--- config.mk ---
export PLATFORM = sky130hd
export DESIGN_NAME = insn_fetch_queue
export DESIGN_NICKNAME = d
export VERILOG_FILES = /design/src/rtl/insn_fetch_queue.sv
export SDC_FILE = /design/constraint.sdc
export NUM_CORES = 1
export LEC_CHECK = 0
export CELL_PAD_IN_SITES_DETAIL_PLACEMENT = 0
export CELL_PAD_IN_SITES_GLOBAL_PLACEMENT = 2
export CORE_MARGIN = 2
export CORE_UTILIZATION = 50
export DETAILED_ROUTE_END_ITERATION = 12
export GPL_ROUTABILITY_DRIVEN = 0
export GPL_TIMING_DRIVEN = 1
export PLACE_DENSITY_LB_ADDON = 0.1
export SKIP_CTS_REPAIR_TIMING = 1
export SYNTH_ARGS = -nofsm -noshare
export SYNTH_HDL_FRONTEND = slang
export SYNTH_SLANG_ARGS = --single-unit
--- constraint.sdc ---
create_clock -name clk -period 21.2 [get_ports clk]
set_input_delay 4.24 -clock clk [delete_from_list [all_inputs] [get_ports clk]]
set_output_delay 4.24 -clock clk [all_outputs]
set_load 0.01 [all_outputs]
--- src/rtl/insn_fetch_queue.sv ---
// ============================================================================
// Module   : insn_fetch_queue
// Purpose  : Circular FIFO of fetched instructions (PC + predictor sideband)
//            feeding the decoder from its head entry.
// Options  : FETCH_QUEUE_BYPASS_EN - same-cycle bypass of an empty queue
// Revision : 1.0 - initial release
// ============================================================================
`default_nettype none

module insn_fetch_queue #(
  parameter int LG_DEPTH = 3,
  parameter int PC_W     = 32,
  parameter int PHT_W    = 16
) (
  input  logic                clk,
  input  logic                reset,
  input  logic                flush,

  input  logic                in_valid,
  output logic                in_ready,
  input  logic [31:0]         in_insn,
  input  logic [PC_W-1:0]     in_pc,
  input  logic                in_pred,
  input  logic [PHT_W-1:0]    in_pht_idx,
  input  logic [PC_W-1:0]     in_pred_target,

  output logic                out_valid,
  input  logic                out_ready,
  output logic [31:0]         out_insn,
  output logic [PC_W-1:0]     out_pc,
  output logic                out_pred,
  output logic [PHT_W-1:0]    out_pht_idx,
  output logic [PC_W-1:0]     out_pred_target,

  output logic [LG_DEPTH:0]   occupancy
);

  localparam int c_DEPTH = 1 << LG_DEPTH;

  typedef struct packed {
    logic [31:0]      insn;
    logic [PC_W-1:0]  pc;
    logic             pred;
    logic [PHT_W-1:0] pht_idx;
    logic [PC_W-1:0]  pred_target;
  } entry_t;

  entry_t               r_mem [c_DEPTH];
  logic [LG_DEPTH:0]    r_head;
  logic [LG_DEPTH:0]    r_tail;

  entry_t               w_in_entry;
  entry_t               w_head_entry;
  entry_t               w_out_entry;
  logic                 w_empty;
  logic                 w_full;
  logic                 w_bypass;
  logic                 w_bypass_hit;
  logic                 w_push;
  logic                 w_pop;

  assign w_in_entry = '{insn:        in_insn,
                        pc:          in_pc,
                        pred:        in_pred,
                        pht_idx:     in_pht_idx,
                        pred_target: in_pred_target};

  // The extra MSB on each pointer distinguishes full from empty.
  assign w_empty = (r_head == r_tail);
  assign w_full  = (r_head[LG_DEPTH-1:0] == r_tail[LG_DEPTH-1:0]) &&
                   (r_head[LG_DEPTH] != r_tail[LG_DEPTH]);

`ifdef FETCH_QUEUE_BYPASS_EN
  assign w_bypass     = w_empty & in_valid & ~flush;
  assign w_bypass_hit = w_bypass & out_ready;
`else
  assign w_bypass     = 1'b0;
  assign w_bypass_hit = 1'b0;
`endif

  assign in_ready  = ~w_full & ~flush;
  assign out_valid = (~w_empty & ~flush) | w_bypass;

  // A bypassed instruction goes straight to decode and never occupies a slot.
  assign w_push = in_valid & in_ready & ~w_bypass_hit;
  assign w_pop  = out_valid & out_ready & ~w_bypass_hit;

  assign w_head_entry = r_mem[r_head[LG_DEPTH-1:0]];
  assign w_out_entry  = w_bypass ? w_in_entry : w_head_entry;

  assign out_insn        = w_out_entry.insn;
  assign out_pc          = w_out_entry.pc;
  assign out_pred        = w_out_entry.pred;
  assign out_pht_idx     = w_out_entry.pht_idx;
  assign out_pred_target = w_out_entry.pred_target;

  assign occupancy = r_tail - r_head;

  always_ff @(posedge clk or negedge reset) begin
    if (!reset) begin
      r_head <= '0;
      r_tail <= '0;
    end else if (flush) begin
      r_head <= '0;
      r_tail <= '0;
    end else begin
      if (w_push) begin
        r_tail <= r_tail + 1'b1;
      end
      if (w_pop) begin
        r_head <= r_head + 1'b1;
      end
    end
  end

  // Entry storage carries no reset; validity comes from the pointers alone.
  always_ff @(posedge clk) begin
    if (w_push) begin
      r_mem[r_tail[LG_DEPTH-1:0]] <= w_in_entry;
    end
  end

endmodule

`default_nettype wire

After elaboration in Yosys (flattened, before gate mapping)
Memories as Yosys holds them, arrays and structs flattened.
Index checks and enable logic that the tools add are counted.
Widths: inputs -> output; s select.
- bitwise operators: 7
- reduce and logical (&&, ||, !) cells: 3
- multiplexer cells: 6
- $add $sub $neg: 3
- equality and inequality tests: 3
- operators with widths (kind ; count):
    $mux 4 ; 4
    $add 4x1->4 const B ; 2
    $and 1x1->1 ; 4
    $eq 4x4->1 ; 1
    $reduce_bool 2->1 ; 2
    $sub 4x4->4 ; 1
    $eq 3x3->1 ; 1
    $not 1->1 ; 3
    $mux 1 ; 2
    $logic_and 1x1->1 ; 1
    $ne 1x1->1 ; 1
- memories kept: 1
- register bits after elaboration: 8
- word-level logic and storage cells: 25
- memory bits (writable): 904
- memory list (memory ; depth ; width ; read ports ; clocked after Yosys merged registers in ; wr ports ; line ; text):
    r_mem ; 8 ; 113 ; 1 ; 0 ; 1 ; 48 ; entry_t r_mem [c_DEPTH];

Longest topological paths before layout
- word-level depth: 7
- depth in mapped cells: 9

Least setup slack after synthesis
OpenSTA, ideal clock, no wires.
- path type: in2reg
- start: in flush
- end: mem r_mem[0][0] (netlist bit), enable pin
- arrival time: 15218 ps
- slack: 5120 ps
- path buffers: 1
- stages: 3
- data required time: 20338 ps
- path through: or2_1 -> buf_2 -> nor4_1
- word-level cells in the longest chain between the ends: 5
- RTL lines (what ; line ; text):
    start: declaration ; 17 ; input logic flush,
    $not 1->1 ; 81 ; assign in_ready = ~w_full & ~flush;
    $and 1x1->1 ; 81 ;
    $and 1x1->1 ; 85 ; assign w_push = in_valid & in_ready & ~w_bypass_hit;
    $mux 1 ; 118 ; if (w_push) begin
    $mux 1 (not written as such) ; 119 ; r_mem[r_tail[LG_DEPTH-1:0]] <= w_in_entry;
    end: declaration ; 48 ;
No other way between the ends.

Final worst setup path
- start: in flush
- end: out in_ready
- word-level cells in the longest chain between the ends: 2
- RTL lines (what ; line ; text):
    $not 1->1 ; 81 ;
    $and 1x1->1 ; 81 ;
    end: declaration ; 20 ; output logic in_ready,
No other way between the ends.

==> qor.csv <==
stage,metric,value,unit
status,outcome,"finished, final reports clean",
sta,Final Max Slew Viols,0,
synthesis,synthesis-stage register bit count,912,
critical_path,Crit path required time,16960,ps
cells_and_area,n_diodes,0,
power,Max VDD drop,0.0715,mV
detailed_routing,overall via count from detail_route,16000,
worst_hold_path,Worst Hold Path Cells,2,
sta,time the final worst path needs with I/O delays and setup,10250,ps
cells_and_area,end-of-flow core utilization,59.4,%
floorplan,die area,0.0714,sq mm
floorplan,count of boundary I/O pins,237,
synthesis,netlist area before placement,0.0346,sq mm
synthesis,Post-Syn Nets,1741,
grt,wire length of the first global-routing pass,106000,microns
clock_network,register clock-pin slew on the reported worst setup and hold paths,60,ps
run,max-capacitance violation count,0,
clock_network,clock latency reported for the late side of the worst-skew pair,630,ps
floorplan,Chip Width,267,microns
clock_network,H-Tree Depth,3,
floorplan,std cell rows,96,
power,Leakage Power,13.0,nW
critical_path,largest fanout on the critical path,11,
synthesis,sequential share of the synthesized area,79.0,%
clock_network,master cell of the clock root buffer,sky130_fd_sc_hd__clkbuf_16,
sta,Setup Viol. Count Final,0,
synthesis,number of instances in the synthesized netlist,1617,
clock_network,clock sink count,912,
clock_network,number of buffers created by CTS,93,
critical_path,Reg2Reg Depth,7,
cells_and_area,Area Overhead vs Synth,17.7,%
sta,transition time of the tightest slew-check pin,1120,ps
cells_and_area,post-route cell area,0.0408,sq mm
placed_design,total placed instance area,0.0379,sq mm
clock_network,Clock Tree Buf Depth,3,
floorplan,starting density of the core,50.5,%
detailed_routing,Via density,5.52,
cells_and_area,layout cell share with drive strength beyond 1,19.1,%
detailed_routing,DRC viols,0,
placed_design,count of input and output buffers,236,
grt,antenna violations before repair,8,
power,P per Cell Area,101,mW/mm^2
sta,Final Hold Viols,0,
detailed_routing,average detailed-routed wire length per instance,24.6,microns
floorplan,Core ar.,0.0686,sq mm
placed_design,DP Wirelength,33600,microns
critical_path,critical path startpoint category,primary input,
synthesis,number of distinct library cells after synthesis,27,
worst_hold_path,worst hold path class,flip-flop to flip-flop,
cells_and_area,Final #Nets,2014,
sta,maximum clock rate,0.0976,GHz
floorplan,floorplan die height,267,microns
grt,pin count of the biggest net entering global routing,114,
detailed_routing,remaining number of nets flagged by the antenna check after routing,0,
clock_network,clock tree from TritonCTS,done,
detailed_routing,DRT iter0 DRCs,1200,
sta,unrepaired setup endpoints after global routing,no,
grt,via count of the first global-routing pass,16900,
detailed_routing,DR pass1 iterations,5,
critical_path,arrival time worst endpoint,6010,ps
critical_path,CP endpoint kind,output port,
sta,setup_tns,0,ps
sta,fraction of the cycle the final worst path needs,48.3,%
grt,total gr overflow,0,
grt,overall track demand over capacity in global routing,20.3,%
synthesis,Yosys warnings,0,
sta,Max-Slew Margin vs Limit,24.7,%
critical_path,Crit Path Class,primary input to output port,
sta,Max Clock Skew,20.7,ps
synthesis,Syn Area/Cell,21.4,sq um
detailed_routing,Detailed Route WL,71000,microns
-- logic make-up after synthesis --
family          count (synthesis)  share of synthesized area [%]
compound gates                  9                          0.152
xor+xnor                       10                          0.275
fa+ha+maj                       6                          0.238
buf+inv                        87                           1.57
flops                         912                           79.0
mux                           228                           14.8
simple gates                  365                           4.03
-- flip-flops by register name, indices dropped and copies added (netlist names) --
name	cells
r_mem	904
r_head	4
r_tail	4
-- routing by layer --
| layer | GRT usage [%] | vias to the layer above | wire (microns) |
|---|---|---|---|
| met5 | 0 | - | 115 |
| met2 | 33.9 | 360 | 35700 |
| li1 | - | 7051 | - |
| met4 | 5.04 | 16 | 1100 |
| met1 | 27.8 | 8431 | 30400 |
| met3 | 3.74 | 98 | 3720 |
-- final timing paths --
check	startpoint	to	slack, ps
worst max-delay path	flush	in_ready	10950
worst min-delay path	r_head[3]	r_head[3]	650
worst max register to register	r_head[2]	r_mem[5][40]	16730
worst min register to register	r_head[3]	r_head[3]	650
max in group asynchronous	reset	r_head[0]	17010
min in group asynchronous	reset	r_tail[2]	3900
-- Yosys cell counts (all sizes together) --
| cell | count | area [sq um] |
|---|---|---|
| nor4 | 4 | 25.0 |
| nand4 | 2 | 12.5 |
| mux4 | 226 | 5090 |
| edfxtp | 904 | 27100 |
| clkbuf | 24 | 90.1 |
| dfrtp | 8 | 200 |
| buf | 55 | 424 |
| a21o | 1 | 7.51 |
| nand2 | 343 | 1290 |
| fa | 1 | 20.0 |
| inv | 8 | 30.0 |
| and3 | 1 | 6.26 |
| nor3 | 4 | 20.0 |
| xor2 | 3 | 26.3 |
| o21ai | 2 | 10.0 |
| nand3 | 1 | 5.00 |
| xnor2 | 7 | 68.8 |
| o211ai | 2 | 15.0 |
| ha | 5 | 62.6 |
| or2 | 1 | 6.26 |
| a21oi | 4 | 20.0 |
| mux2i | 2 | 20.0 |
| nor2 | 9 | 33.8 |
-- stage by stage --
stage,setup slack [ps],hold WS [ps],total power [mW],instances
6_report,10950,653,4.13,2890
5_1_grt,10850,687,4.28,2890
4_1_cts,10930,647,4.18,2890
3_5_place_dp,10930,632,2.65,2726
3_3_place_gp,10960,617,2.65,2726
2_1_floorplan,5120,594,2.45,1617
-- where the power goes --
group          switching [mW]  total, mW  internal [mW]
Sequential             0.0241       2.04           2.01
Combinational           0.253      0.566          0.314
Clock                   0.634       1.52          0.890
-- cell usage in the layout, fill, tap and decap left out, types with 2 or more instances in the layout --
master	count
sky130_fd_sc_hd__a21oi_1	4
sky130_fd_sc_hd__dfrtp_4	3
sky130_fd_sc_hd__clkbuf_16	95
sky130_fd_sc_hd__nor4_2	4
sky130_fd_sc_hd__o21ai_0	2
sky130_fd_sc_hd__clkinv_1	22
sky130_fd_sc_hd__bufinv_16	6
sky130_fd_sc_hd__xnor2_1	6
sky130_fd_sc_hd__inv_1	7
sky130_fd_sc_hd__mux2i_1	2
sky130_fd_sc_hd__dfrtp_1	5
sky130_fd_sc_hd__o211ai_1	2
sky130_fd_sc_hd__clkdlybuf4s50_1	236
sky130_fd_sc_hd__xor2_1	3
sky130_fd_sc_hd__inv_6	2
sky130_fd_sc_hd__clkbuf_1	28
sky130_fd_sc_hd__ha_1	5
sky130_fd_sc_hd__clkinv_2	10
sky130_fd_sc_hd__edfxtp_1	904
sky130_fd_sc_hd__buf_12	7
sky130_fd_sc_hd__mux4_2	226
sky130_fd_sc_hd__nand2_1	343
sky130_fd_sc_hd__buf_4	14
sky130_fd_sc_hd__nor2_1	9
sky130_fd_sc_hd__nor3_2	4
sky130_fd_sc_hd__nand4_1	2
-- layout make-up --
cell class	count	area, sq um
clock buffer	123	2480
inverter	8	32.5
clock inverter	41	338
fill	4938	27800
timing repair buffer	257	2610
sequential	912	27400
tap	931	1160
multi-input combinational	618	6780
-- critical path, stage by stage --
cell	delay [ps]
sky130_fd_sc_hd__clkdlybuf4s50_1	620
sky130_fd_sc_hd__or2_1	480
sky130_fd_sc_hd__inv_1	120
sky130_fd_sc_hd__clkdlybuf4s50_1	540
Power figures use the tool's default switching activity.
